===== src/rtl/riscv_pkg.sv =====
// Shared RV32 pipeline definitions: datapath widths, writeback source
// select codes and load/store funct3 encodings.
package riscv_pkg;

  localparam int XLEN       = 32;
  localparam int REG_ADDR_W = 5;

  // Writeback source select; 2'b11 is reserved and falls back to the ALU.
  typedef enum logic [1:0] {
    WB_ALU  = 2'b00,
    WB_MEM  = 2'b01,
    WB_PC4  = 2'b10,
    WB_RSVD = 2'b11
  } wb_sel_e;

  // Load funct3 encodings.
  localparam logic [2:0] LOAD_LB  = 3'b000;
  localparam logic [2:0] LOAD_LH  = 3'b001;
  localparam logic [2:0] LOAD_LW  = 3'b010;
  localparam logic [2:0] LOAD_LBU = 3'b100;
  localparam logic [2:0] LOAD_LHU = 3'b101;

  // Store funct3 encodings.
  localparam logic [2:0] STORE_SB = 3'b000;
  localparam logic [2:0] STORE_SH = 3'b001;
  localparam logic [2:0] STORE_SW = 3'b010;

endpackage


===== src/rtl/mem_wb_stage_wb_mux.sv =====
// Writeback value select: 3:1 choice between ALU result, load data and
// return address, zeroed for bubbles so stale data is never forwarded.
module wb_mux
  import riscv_pkg::*;
#(
  parameter int XLEN = riscv_pkg::XLEN
) (
  input  logic            i_valid,
  input  logic [1:0]      i_sel,
  input  logic [XLEN-1:0] i_alu,
  input  logic [XLEN-1:0] i_mem,
  input  logic [XLEN-1:0] i_pc4,
  output logic [XLEN-1:0] o_data
);

  logic [XLEN-1:0] w_sel_val;

  // Source select; the reserved code behaves like the ALU path.
  always_comb begin
    w_sel_val = i_alu;
    case (i_sel)
      WB_MEM:  w_sel_val = i_mem;
      WB_PC4:  w_sel_val = i_pc4;
      default: w_sel_val = i_alu;
    endcase
  end

  assign o_data = i_valid ? w_sel_val : '0;

endmodule


===== src/rtl/mem_wb_stage.sv =====
// MEM/WB pipeline register plus writeback: drives the register-file write
// port and WB forwarding value, and counts retired instructions.
module mem_wb_stage
  import riscv_pkg::*;
#(
  parameter int XLEN       = riscv_pkg::XLEN,
  parameter int INSTRET_W  = 64,
  parameter int REG_ADDR_W = riscv_pkg::REG_ADDR_W
) (
  input  logic                  clk,
  input  logic                  rst,
  input  logic                  stall,
  input  logic                  flush,
  input  logic                  mem_valid,
  input  logic [XLEN-1:0]       calculated_result,
  input  logic [XLEN-1:0]       read_data,
  input  logic [XLEN-1:0]       pc_plus4,
  input  logic [REG_ADDR_W-1:0] rd_addr,
  input  logic                  reg_write,
  input  logic [1:0]            wb_sel,
  output logic                  wb_valid,
  output logic                  wb_we,
  output logic [REG_ADDR_W-1:0] wb_rd,
  output logic [XLEN-1:0]       wb_data,
  output logic [INSTRET_W-1:0]  instret
);

  localparam logic [INSTRET_W-1:0] ONE = {{(INSTRET_W-1){1'b0}}, 1'b1};

  logic                  r_valid;
  logic                  r_reg_write;
  logic [REG_ADDR_W-1:0] r_rd;
  logic [1:0]            r_wb_sel;
  logic [XLEN-1:0]       r_calc;
  logic [XLEN-1:0]       r_rdata;
  logic [XLEN-1:0]       r_pc4;
  logic [INSTRET_W-1:0]  r_instret;

  logic [XLEN-1:0]       w_wb_data;

  // MEM/WB capture with flush > stall > advance priority; instret counts the
  // WB instruction on the edge it leaves the stage, so a held one counts once.
  always_ff @(posedge clk or posedge rst) begin
    if (rst) begin
      r_valid     <= 1'b0;
      r_reg_write <= 1'b0;
      r_rd        <= '0;
      r_wb_sel    <= WB_ALU;
      r_calc      <= '0;
      r_rdata     <= '0;
      r_pc4       <= '0;
      r_instret   <= '0;
    end else begin
      if (r_valid && (!stall || flush)) begin
        r_instret <= r_instret + ONE;
      end
      if (flush) begin
        r_valid     <= 1'b0;
        r_reg_write <= 1'b0;
        r_rd        <= '0;
        r_wb_sel    <= WB_ALU;
        r_calc      <= '0;
        r_rdata     <= '0;
        r_pc4       <= '0;
      end else if (!stall) begin
        r_valid     <= mem_valid;
        r_reg_write <= reg_write;
        r_rd        <= rd_addr;
        r_wb_sel    <= wb_sel;
        r_calc      <= calculated_result;
        r_rdata     <= read_data;
        r_pc4       <= pc_plus4;
      end
    end
  end

  wb_mux #(
    .XLEN (XLEN)
  ) u_wb_mux (
    .i_valid (r_valid),
    .i_sel   (r_wb_sel),
    .i_alu   (r_calc),
    .i_mem   (r_rdata),
    .i_pc4   (r_pc4),
    .o_data  (w_wb_data)
  );

  assign wb_valid = r_valid;
  assign wb_we    = r_valid & r_reg_write & (r_rd != '0);
  assign wb_rd    = r_rd;
  assign wb_data  = w_wb_data;
  assign instret  = r_instret;

`ifndef SYNTHESIS
  // A real instruction must never carry the reserved writeback select.
  a_no_reserved_sel: assert property (@(posedge clk) disable iff (rst)
    r_valid |-> (r_wb_sel != WB_RSVD));
`endif

endmodule

===== config.mk =====
export PLATFORM = sky130hd
export DESIGN_NAME = mem_wb_stage
export DESIGN_NICKNAME = d
export VERILOG_FILES = /design/src/rtl/riscv_pkg.sv /design/src/rtl/mem_wb_stage_wb_mux.sv /design/src/rtl/mem_wb_stage.sv
export SDC_FILE = /design/constraint.sdc
export NUM_CORES = 1
export LEC_CHECK = 0
export CAP_MARGIN = 40
export CORE_MARGIN = 1
export CORE_UTILIZATION = 40
export DETAILED_ROUTE_END_ITERATION = 10
export GPL_TIMING_DRIVEN = 1
export PLACE_DENSITY = 0.68
export SETUP_SLACK_MARGIN = 0.2
export SLEW_MARGIN = 20
export SYNTH_ARGS = -nofsm -noshare
export SYNTH_HDL_FRONTEND = slang
export SYNTH_SLANG_ARGS = --single-unit

===== constraint.sdc =====
create_clock -name clk -period 6.02 [get_ports clk]
set_clock_uncertainty 0.1 [all_clocks]
set_input_delay 0.602 -clock clk [delete_from_list [all_inputs] [get_ports clk]]
set_output_delay 0.602 -clock clk [all_outputs]
set_load 0.02 [all_outputs]

# Yosys cells after proc, flatten, opt, wreduce, memory -nomap -nowiden
# Cells that the tools add are included.
# Widths: inputs -> output; s select.
[word_totals]
out_inout_bits = 103
reg_bits = 169
wordCells = 34
inputBits = 109
[classes]
addsub = 1
n_mux = 16
eq_ne = 3
n_bitwise = 2
reduce_logical = 4
[ops]
columns = ["operator", "n"]
rows = [
  ["$mux 32", 7],
  ["$add 64x1->64 const B", 1],
  ["$pmux 32 s2", 1],
  ["$mux 5", 2],
  ["$reduce_bool 5->1", 1],
  ["$mux 1", 4],
  ["$mux 2", 2],
  ["$and 1x1->1", 2],
  ["$eq 2x1->1 const B", 1],
  ["$eq 2x2->1 const B", 1],
  ["$ne 2x1->1 const B", 1],
  ["$logic_and 1x1->1", 1],
  ["$logic_not 1->1", 1],
  ["$logic_or 1x1->1", 1],
]

# Depth between registers and ports, before layout
[logic_depth]
depth_word = 3
mapped_depth = 7
depth_no_buf = 6

# By module
# From an unflattened synthesis, not the netlist that was laid out.
[hier_totals]
cells_unflattened = 761
area_unflattened_um2 = 8280.4
[by_module_without_submodules]
columns = ["module", "instances", "area_per_inst_um2", "cells_each", "seq_area_each_um2"]
rows = [
  ["mem_wb_stage", 1, 7357.1, 645, 4229.1],
  ["wb_mux", 1, 923.4, 116, 0.0],
]

# Worst setup path after synthesis
# No wires, ideal clock.
[synth_path]
path_kind = "register to output"
startpoint = "reg r_wb_sel[0]"
endpoint = "out wb_data[0]"
path_stages_with_launch = 7
t_arrival_ps = 1581
slack_ps = 3737
n_path_buf = 2
cell_sequence = "dfrtp_1 inv_1 ha_1 clkbuf_1 buf_1 a21oi_1 nor2_1"
[synth_via]
elab_chain_len = 3
elab_cells_between_ends = 4
[synth_rtl]
columns = ["item", "line", "text"]
rows = [
  ["start: declaration", "mem_wb_stage.sv:33", "logic [1:0] r_wb_sel;"],
  ["start signal: assignment", "mem_wb_stage.sv:69", "r_wb_sel <= wb_sel;"],
  ["$eq 2x2->1 or $eq 2x1->1 (tied branches)", "mem_wb_stage_wb_mux.sv:21", "case (i_sel)"],
  ["$pmux 32 s2 (*)", "mem_wb_stage_wb_mux.sv:21", ""],
  ["$mux 32 (*)", "mem_wb_stage_wb_mux.sv:28", "assign o_data = i_valid ? w_sel_val : '0;"],
  ["end: declaration", "mem_wb_stage.sv:24", "output logic [XLEN-1:0] wb_data,"],
]
# Mark *: on every way between the ends. The rest lies on a longest branch, timed or not.

# Final worst setup path
[layout_path]
startpoint = "reg r_wb_sel[1]"
endpoint = "out wb_data[26]"
# The elaborated chain is that of the path after synthesis.

==> flow_summary.ini <==
[logic_synthesis]
syn_nets = 882
synthTopCellsByCount = nor2_1, dfrtp_1, mux2i_1
synth-edff-count = 0
async_flop_share_pct = 100
synthMuxAreaShare_pct = 13.2
synth_adder_area_share_pct = 0.468
synth.avg_cell_area_sq_um = 10.4
synth.most_common_cell = nor2_1
yosysTopAreaCellShare_pct = 52.7
synth_xor_area_share_pct = 6.87
synth_compound_area_share_pct = 5.11
yosys.area_share.simple_pct = 18.9
syn_area_sq_um = 8030
syn_inst = 770
yosys.area.top_type = dfrtp_1
synthTopCellsByArea = dfrtp_1, mux2i_1, nor2_1
yosysWarningCount = 0
synth_ff_type = dfrtp_1
ys_seq_area_share_pct = 52.7
synth_cell_types = 38
ys_ff_latch = 169
synth_top_family_by_area = simple AND/OR/NAND/NOR gates

[worst_hold_path]
hp-class = reg -> reg
min_path_cells = 1
holdCritStartpoint = instret[63]

[critical_path]
crit_slowest_cell = clkdlybuf4s50_1
r2r.worst_path.cells = 5
worstPathMaxFanout = 23
cp_num_buf_inv = 3
timing.rr.start = instret[4]
cp.arrival_ns = 2.74
critPathMaxStageDelay_ns = 0.63
crit_required_ns = 5.32
crit_chain = inv_1 > ha_1 > buf_4 > a22oi_1 > nor2_1 > a21oi_1 > nor2_1 > clkdlybuf4s50_1
crit_path_start = r_wb_sel[1]
crit_type = reg -> out
end_kind = primary output
start_kind = flop
crit_family = buffers and inverters
path_depth = 8
worst_path_most_repeated_cell = nor2_1

[grt]
grt_overflow = 0
grt_pass1_wl_microns = 33900
antenna_found_initial = 3
grt_start_max_net_pins = 65
grt_pass1_vias = 6363
grt_usage_pct = 21.3

[detailed_routing]
num_vias = 6305
drtIter0Drc = 383
drc_errors = 0
wire_per_inst_microns = 16.7
drtAntennaViolNets = 0
wl_microns = 20800
dr.pass1.iters = 4
vias_per_cell = 5.06

[pwr]
p_per_area_nw_per_um2 = 247
p_comb_share_pct = 12.5
seq_power_share_pct = 45.3
switching_share_pct = 24.4
p_sw_mw = 0.667
p_int_mw = 2.06
p_leak_nw = 4.89
clkPwrFrac_pct = 42.2
vdd_ir_drop_max_uv = 275

[clocking]
cts_resized = 0
post-cts-setup-buffer-count = 0
clk_pin_slew_ns = 0.06
cts_max_path_buffers = 2
cts_sinks = 169
htree_levels = 4
cts_root_buf = clkbuf_16
hold_buffers = 0
clock_latency_ns = 0.41
cts-buffers-inserted = 17
cts_tree = done

[sta]
fin_crit_sh_pct = 57.2
hold_viol = 0
drv_slew = 0
worst_slack_ns = 2.57
rsz0062_at_grt = no
tns_ns = 0
fmax_mhz = 290
timing.slew.headroom_pct = 44.4
period_minus_slack_ns = 3.45
setup_viol_count_final = 0
worst_pin_slew_ns = 0.827

[final_layout]
n_fill_cell = 1723
areaGrowthSynthToFinish_pct = 37.5
post-route-util_pct = 56.4
final_cell_area_sq_um = 11000
drive_gt1_share_pct = 6.24
nets = 1077

[die]
die_w_microns = 144
fp-row-count = 51
core-area_sq_um = 19600
die_h_microns = 144
ios = 212
dieArea_sq_um = 20600
start_util_pct = 41.0

[placed_design]
dpl_cell_area_sq_um = 10400
portBuffers = 211
pre_cts_slack_ns = 2.98
gp_congestion = 0.803
hpwl_microns = 14400

[job]
maxCapViolCount = 0

[status]
status = finished, final reports clean
-- placed cells by master, fill, tap and decap left out, drive strengths merged, types with 2 or more instances in the layout --
master,n
clkdlybuf4s50,209
nor2,188
dfrtp,169
mux2i,105
xnor2,46
a22oi,32
a21oi,32
nand3,30
nand4,25
nand2,22
clkbuf,22
xor2,17
nor3,14
and3,11
buf,11
inv,10
and4,6
nor4,6
diode,3
or3,3
bufinv,3
clkinvlp,3
ha,3
clkinv,2
or4,2
-- metal layers --
layer | share of wire (%) | routed length, microns | vias to the layer above | GRT usage [%]
met5 | 0 | 0 | - | 0
met4 | 1.4 | 297 | 0 | 6.55
met3 | 4.9 | 1020 | 16 | 4.80
met2 | 48 | 9920 | 147 | 33.5
met1 | 46 | 9600 | 3103 | 29.2
li1 | - | - | 3039 | -
-- worst paths after layout --
kind	end	slack, ns
min in group asynchronous	instret[61]	0.51
setup reg to reg	instret[58]	3.68
hold reg to reg	instret[63]	0.38
max in group asynchronous	r_calc[9]	4.16
hold / removal	instret[63]	0.38
setup / recovery	wb_data[26]	2.57
-- cells by family (layout without fill, tap and decap cells) --
logic type | Yosys count | after routing
adders and majority gates | 3 | 3
DFF | 169 | 169
muxes | 106 | 106
buffers and inverters | 53 | 260
xor gates and xnor gates | 63 | 63
AOI/OAI and AO/OA | 65 | 65
other | 0 | 3
and+or+nand+nor | 311 | 311
-- stage by stage --
step                std cells  total power [mW]  hold slack, ns
floorplan                 770              1.43           0.390
detailed placement       1210              1.60           0.378
finish                   1245              2.73           0.377
CTS                      1241              2.76           0.387
global route             1242              2.84           0.397
global placement         1208              1.59           0.359
-- power groups by stage --
| stage | Combinational (mW) | Sequential, mW | Clock, mW |
|---|---|---|---|
| after floorplan | 0.168 | 1.27 | 0 |
| after global placement | 0.338 | 1.26 | 0 |
| after detailed placement | 0.344 | 1.26 | 0 |
| after CTS | 0.346 | 1.24 | 1.18 |
| after global routing | 0.377 | 1.24 | 1.22 |
| final | 0.342 | 1.24 | 1.15 |
-- layout make-up --
| class | count | area, sq um | area share (%) |
|---|---|---|---|
| diodes | 3 | 7.51 | 0.0680 |
| flip-flops and latches | 169 | 4230 | 38.3 |
| clock buffers | 22 | 484 | 4.39 |
| clock inverters | 9 | 139 | 1.26 |
| inverters | 9 | 38.8 | 0.351 |
| well taps | 265 | 332 | 3.00 |
| multi-input cells | 548 | 3590 | 32.6 |
| repair buffers | 220 | 2220 | 20.1 |
-- sequential cells by signal (all words and copies together) (netlist names) --
signal / cells
wb_valid: 1
wb_rd: 5
r_pc4: 32
r_reg_write: 1
r_calc: 32
instret: 64
r_rdata: 32
r_wb_sel: 2
-- worst register-to-register path, cell delays in order (launching register included) --
cell	delay, ns
dfrtp_1	0.45
and3_1	0.37
nand3_4	0.15
nor4_4	0.78
nand4_1	0.22
xnor2_1	0.17
(Power assumes the default switching activity.)
